<file path="src/rtl/gs_pkg.sv">
// Shared types and constants for the GoldenSnitch MEM/WB stage.
package gs_pkg;

   typedef enum logic [1:0] {
      WB_IDLE,
      WB_WAIT,
      WB_DRAIN
   } wb_state_e;

   localparam int unsigned REG_ZERO = '0;

endpackage

</file>
<file path="src/rtl/gs_wb_timer.sv">
// Load-response wait timer: synchronous clear, enable, saturates at TIMEOUT and flags the hit.
module gs_wb_timer #(
   parameter int TIMEOUT = 15
) (
   input  logic clk,
   input  logic rst,
   input  logic clr,
   input  logic en,
   output logic hit
);

   localparam int TW = $clog2(TIMEOUT + 1);

   logic [TW-1:0] cnt;

   assign hit = (cnt == TW'(TIMEOUT));

   // NOTE: sequential state uses non-blocking assignments so every flop samples pre-edge values.
   always_ff @(posedge clk or posedge rst) begin
      if (rst)
         cnt <= '0;
      else if (clr)
         cnt <= '0;
      else if (en && !hit)
         cnt <= cnt + 1'b1;
   end

endmodule

</file>
<file path="src/rtl/gs_mem_wb.sv">
// MEM/WB stage: retires ALU results directly, waits for LSU load data, drives the single
// register-file write port plus the EX bypass and stall.
module gs_mem_wb
   import gs_pkg::*;
#(
   parameter int DATA_W  = 32,
   parameter int RADDR_W = 5,
   parameter int TIMEOUT = 15,
   parameter int CNT_W   = 32
) (
   input  logic               clk,
   input  logic               rst,
   input  logic               ex_valid_i,
   input  logic               ex_MemRead_i,
   input  logic               ex_RegWrite_i,
   input  logic [RADDR_W-1:0] ex_rd_addr_i,
   input  logic [DATA_W-1:0]  ex_alu_result_i,
   input  logic               flush_i,
   input  logic               lsu_rvalid_i,
   input  logic [DATA_W-1:0]  lsu_rdata_i,
   output logic               stall_o,
   output logic               wb_we_o,
   output logic [RADDR_W-1:0] wb_rd_addr_o,
   output logic [DATA_W-1:0]  wb_rd_data_o,
   output logic               fwd_valid_o,
   output logic [RADDR_W-1:0] fwd_rd_o,
   output logic [DATA_W-1:0]  fwd_data_o,
   output logic [CNT_W-1:0]   retire_cnt_o,
   output logic [CNT_W-1:0]   timeout_cnt_o,
   output logic               err_o
);

   wb_state_e          state, state_nx;
   logic [RADDR_W-1:0] pend_rd;
   logic               pend_we;

   logic               issue_ld, issue_alu;
   logic               capture, tmr_clr, tmr_en, tmr_hit;
   logic               we_nx, err_nx, ret_inc, to_inc;
   logic [RADDR_W-1:0] addr_nx;
   logic [DATA_W-1:0]  data_nx;

   assign issue_ld  = ex_valid_i &  ex_MemRead_i & ~flush_i;
   assign issue_alu = ex_valid_i & ~ex_MemRead_i & ~flush_i;
   assign stall_o   = (state != WB_IDLE) | issue_ld;
   assign tmr_en    = (state != WB_IDLE);

   gs_wb_timer #(
      .TIMEOUT(TIMEOUT)
   ) u_timer (
      .clk(clk),
      .rst(rst),
      .clr(tmr_clr),
      .en (tmr_en),
      .hit(tmr_hit)
   );

   // NOTE: every always_comb output gets a default first, so no path can infer a latch.
   always_comb begin
      state_nx = state;
      capture  = 1'b0;
      tmr_clr  = 1'b0;
      we_nx    = 1'b0;
      err_nx   = 1'b0;
      ret_inc  = 1'b0;
      to_inc   = 1'b0;
      addr_nx  = wb_rd_addr_o;
      data_nx  = wb_rd_data_o;

      unique case (state)
         WB_IDLE: begin
            if (issue_ld) begin
               state_nx = WB_WAIT;
               capture  = 1'b1;
               tmr_clr  = 1'b1;
            end else if (issue_alu) begin
               ret_inc = 1'b1;
               we_nx   = ex_RegWrite_i && (ex_rd_addr_i != RADDR_W'(REG_ZERO));
               addr_nx = ex_rd_addr_i;
               data_nx = ex_alu_result_i;
            end
         end
         WB_WAIT: begin
            // A response beats a coincident timeout; a coincident flush only suppresses the write.
            if (lsu_rvalid_i) begin
               state_nx = WB_IDLE;
               if (!flush_i) begin
                  ret_inc = 1'b1;
                  we_nx   = pend_we && (pend_rd != RADDR_W'(REG_ZERO));
                  addr_nx = pend_rd;
                  data_nx = lsu_rdata_i;
               end
            end else if (flush_i) begin
               state_nx = WB_DRAIN;
               tmr_clr  = 1'b1;
            end else if (tmr_hit) begin
               state_nx = WB_IDLE;
               err_nx   = 1'b1;
               to_inc   = 1'b1;
            end
         end
         WB_DRAIN: begin
            if (lsu_rvalid_i || tmr_hit)
               state_nx = WB_IDLE;
         end
         default: state_nx = WB_IDLE;
      endcase
   end

   always_ff @(posedge clk or posedge rst) begin
      if (rst) begin
         state         <= WB_IDLE;
         pend_rd       <= '0;
         pend_we       <= 1'b0;
         wb_we_o       <= 1'b0;
         wb_rd_addr_o  <= '0;
         wb_rd_data_o  <= '0;
         err_o         <= 1'b0;
         retire_cnt_o  <= '0;
         timeout_cnt_o <= '0;
      end else begin
         state   <= state_nx;
         wb_we_o <= we_nx;
         err_o   <= err_nx;
         if (capture) begin
            pend_rd <= ex_rd_addr_i;
            pend_we <= ex_RegWrite_i;
         end
         if (we_nx) begin
            wb_rd_addr_o <= addr_nx;
            wb_rd_data_o <= data_nx;
         end
         if (ret_inc)
            retire_cnt_o <= retire_cnt_o + 1'b1;
         if (to_inc)
            timeout_cnt_o <= timeout_cnt_o + 1'b1;
      end
   end

   assign fwd_valid_o = wb_we_o;
   assign fwd_rd_o    = wb_rd_addr_o;
   assign fwd_data_o  = wb_rd_data_o;

endmodule
</file>
<file path="config.mk">
export PLATFORM = sky130hd
export DESIGN_NAME = gs_mem_wb
export DESIGN_NICKNAME = d
export VERILOG_FILES = /design/src/rtl/gs_pkg.sv /design/src/rtl/gs_wb_timer.sv /design/src/rtl/gs_mem_wb.sv
export SDC_FILE = /design/constraint.sdc
export NUM_CORES = 1
export LEC_CHECK = 0
export CAP_MARGIN = 25
export CORE_MARGIN = 1
export CORE_UTILIZATION = 36
export DETAILED_ROUTE_END_ITERATION = 6
export PLACE_DENSITY_LB_ADDON = 0.15
export SYNTH_ARGS = -nofsm -noshare
export SYNTH_HDL_FRONTEND = slang
export SYNTH_SLANG_ARGS = --single-unit
</file>
<file path="constraint.sdc">
create_clock -name clk -period 4.25 [get_ports clk]
set_clock_uncertainty 0.1 [all_clocks]
set_input_delay 0.85 -clock clk [delete_from_list [all_inputs] [get_ports clk]]
set_output_delay 0.85 -clock clk [all_outputs]
set_load 0.02 [all_outputs]
</file>
==> flow_summary.json <==
{
  "status": "completed",
  "drv_slew": 0,
  "cts_buffers": 17,
  "clock-sinks": 115,
  "cts_resized": 0,
  "fin_crit_ns": 3.34,
  "routed_via_density": 4.79,
  "clkLatencyLatePin_ns": 0.41,
  "min_period_over_period_pct": 78.7,
  "leakage_nw": 3.54,
  "synth_top_cell_area_share_pct": 50.2,
  "yosys.area_share.simple_pct": 13.7,
  "slew_headroom_pct": 45.5,
  "synth-compound-area-share_pct": 2.03,
  "fin_util_pct": 54.8,
  "syn_nets": 562,
  "antenna_cells": 0,
  "rows": 45,
  "wl_um": 14000,
  "post-place-cells": 860,
  "clk_pin_slew_ns": 0.05,
  "start_kind": "input port",
  "final_net_count": 748,
  "cp_slowest_stage_delay_ns": 0.61,
  "hp-class": "register to register",
  "synth.avg_cell_area_um2": 11.9,
  "core_area_um2": 15400,
  "die_h_um": 128,
  "end_kind": "output pin",
  "place.gp.congestion": 0.760,
  "ios": 218,
  "cts-root-buf": "clkbuf_16",
  "cp_cell_sequence": "clkdlybuf4s50_1 > nor2b_1 > nand2_1 > nand2_1 > clkdlybuf4s50_1",
  "wl_per_cell_um": 15.7,
  "drc_errors": 0,
  "required_ns": 3.30,
  "htree_levels": 4,
  "stdcell_area_um2": 8420,
  "synth_area_um2": 5740,
  "crit_path_top_delay_cell": "clkdlybuf4s50_1",
  "synthAdderAreaFrac_pct": 0.654,
  "power.density_nw_per_um2": 486,
  "rrSetupSlack_ns": 1.55,
  "synth_top_family_by_area": "multiplexers",
  "die_area_um2": 16400,
  "hold_path_end": "timeout_cnt_o[31]",
  "async_flop_share_pct": 100,
  "hold_viol_final": 0,
  "ant_nets": 0,
  "cts.path.max_buffers": 2,
  "worstHoldPathCells": 1,
  "syn_to_final_growth_pct": 46.7,
  "cap_violations": 0,
  "grt_pass1_vias": 4281,
  "synth_edf_count": 0,
  "reg2reg_to": "fwd_data_o[22]",
  "irDropWorstVdd_v": 0.000167,
  "crit_family": "buffers and inverters",
  "synth.area.top_cells": "dfrtp_1 (50%), mux2_2 (12%), xnor2_1 (5.8%)",
  "final_cells": 892,
  "yosysWarnings": 0,
  "setup_tns_ns": 0,
  "crit_arrival_ns": 2.39,
  "antenna_found_initial": 0,
  "cts_tree": "built",
  "cts_hold_buf": 0,
  "synth_seq_cells": 115,
  "numPortBuffers": 217,
  "reg2reg_depth": 6,
  "placed_area_um2": 7860,
  "cts_setup_buffers": 0,
  "synthMuxAreaShare_pct": 16.3,
  "syn-instance-count": 483,
  "worstMarginPinSlew_ns": 0.818,
  "die_w_um": 128,
  "cp_max_fo": 6,
  "drive_gt1_share_pct": 15.4,
  "synthXorXnorAreaFrac_pct": 9.77,
  "yosysSeqAreaShare_pct": 50.2,
  "grt_max_degree": 59,
  "crit_type": "input port to output pin",
  "grt_overflow": 0,
  "max_freq_mhz": 299,
  "vias": 4275,
  "drt-initial-drc-count": 119,
  "cp.buffers_inverters": 2,
  "grt_pass1_wl_um": 22300,
  "rr_startpoint": "state[0]",
  "min_from": "timeout_cnt_o[31]",
  "firstDrtPassIters": 4,
  "dp_hpwl_um": 10200,
  "initial_core_util_pct": 37.3,
  "synth-main-ff-cell": "dfrtp_1",
  "rsz0062_at_grt": "no",
  "synth.distinct_cells": 37,
  "yosysTopAreaCell": "dfrtp_1",
  "finalSetupViolCount": 0,
  "grt_util_all_layers_pct": 17.7
}
Yosys cell counts, types with 2 or more instances:
cell,n
nor3_1,15
buf_6,2
clkbuf_1,7
or4_1,2
buf_2,7
nand2_1,23
inv_1,11
xnor2_1,38
mux2_1,19
buf_4,40
nand3_1,19
a21oi_1,2
nand4_1,25
nand4b_1,2
nor4_1,10
dfrtp_1,115
and4_1,5
nor2_1,16
mux2_2,63
ha_1,3
xor2_1,26
nor2b_1,2
a2111oi_4,2
and2_1,5
o21ai_0,2
and3_1,11
power breakdown:
part           internal [mW]  total [mW]  switching, mW
combinational          0.700        1.33          0.630
sequential              1.28        1.44          0.161
clock                  0.858        1.32          0.464
logic make-up (layout without fill, tap and decap cells):
logic type | after synthesis | after routing
AO/OA/AOI/OAI | 11 | 11
XOR/XNOR | 64 | 64
adder cells (fa/ha/maj) | 3 | 3
buffers and inverters | 67 | 265
flip-flops | 115 | 115
multiplexers | 83 | 83
AND/OR/NAND/NOR | 140 | 140
stage by stage:
stage | hold WS [ns] | worst slack, ns | total power [mW]
after global routing | 0.403 | 0.836 | 4.30
after detailed placement | 0.364 | 0.778 | 2.81
after CTS | 0.376 | 0.895 | 4.15
after floorplan | 0.381 | 0.256 | 2.23
after global placement | 0.362 | 0.925 | 2.79
final | 0.375 | 0.906 | 4.09
registers in the layout, indices dropped and copies added, names as in the netlist:
signal	cells
pend_we	1
err_o	1
fwd_rd_o	5
timeout_cnt_o	32
retire_cnt_o	32
fwd_valid_o	1
state	2
fwd_data_o	32
pend_rd	5
u_timer.cnt	4
per-layer routing:
layer  routed length (µm)  GRT usage [%]
met1                 6050           21.4
met4                  181           7.13
met2                 6880           29.6
met5                    0              0
met3                  910           4.92
cells in the final DEF (no fill, tap or decap), types with 3 or more instances in the layout:
cell             Yosys  final
nor2_1              16     16
xor2_1              26     26
inv_1               11     10
nand3_1             19     19
clkdlybuf4s50_1      0    217
nand2_1             23     23
clkbuf_1             7      5
nor4_1              10     10
mux2_1              19     19
and2_1               5      5
clkbuf_16            0     17
buf_4               40      4
ha_1                 3      3
nand4_1             25     25
and4_1               5      5
clkbuf_8             0      4
dfrtp_1            115    115
mux2_2              63     63
clkinv_2             0      4
and3_1              11     11
xnor2_1             38     38
nor3_1              15     15
area by class of cell:
cell class / count / area [µm²]
Sequential cell: 115 / 2880
Fill cell: 1348 / 6950
Inverter: 11 / 43.8
Multi-Input combinational cell: 301 / 2460
Clock inverter: 5 / 50.0
Clock buffer: 26 / 499
Tap cell: 211 / 264
Timing Repair Buffer: 223 / 2230
worst max path at each step:
stage                  from                end  slack (ns)  cells after the start
global placement    flush_i            stall_o        0.93                      5
detailed placement  flush_i  timeout_cnt_o[29]        0.78                      5
CTS                 flush_i            stall_o        0.90                      5
global route        flush_i            stall_o        0.84                      5
finish              flush_i            stall_o        0.91                      5
floorplan               rst              err_o        0.26                      1
No activity file was read; power rests on OpenSTA's default activity.
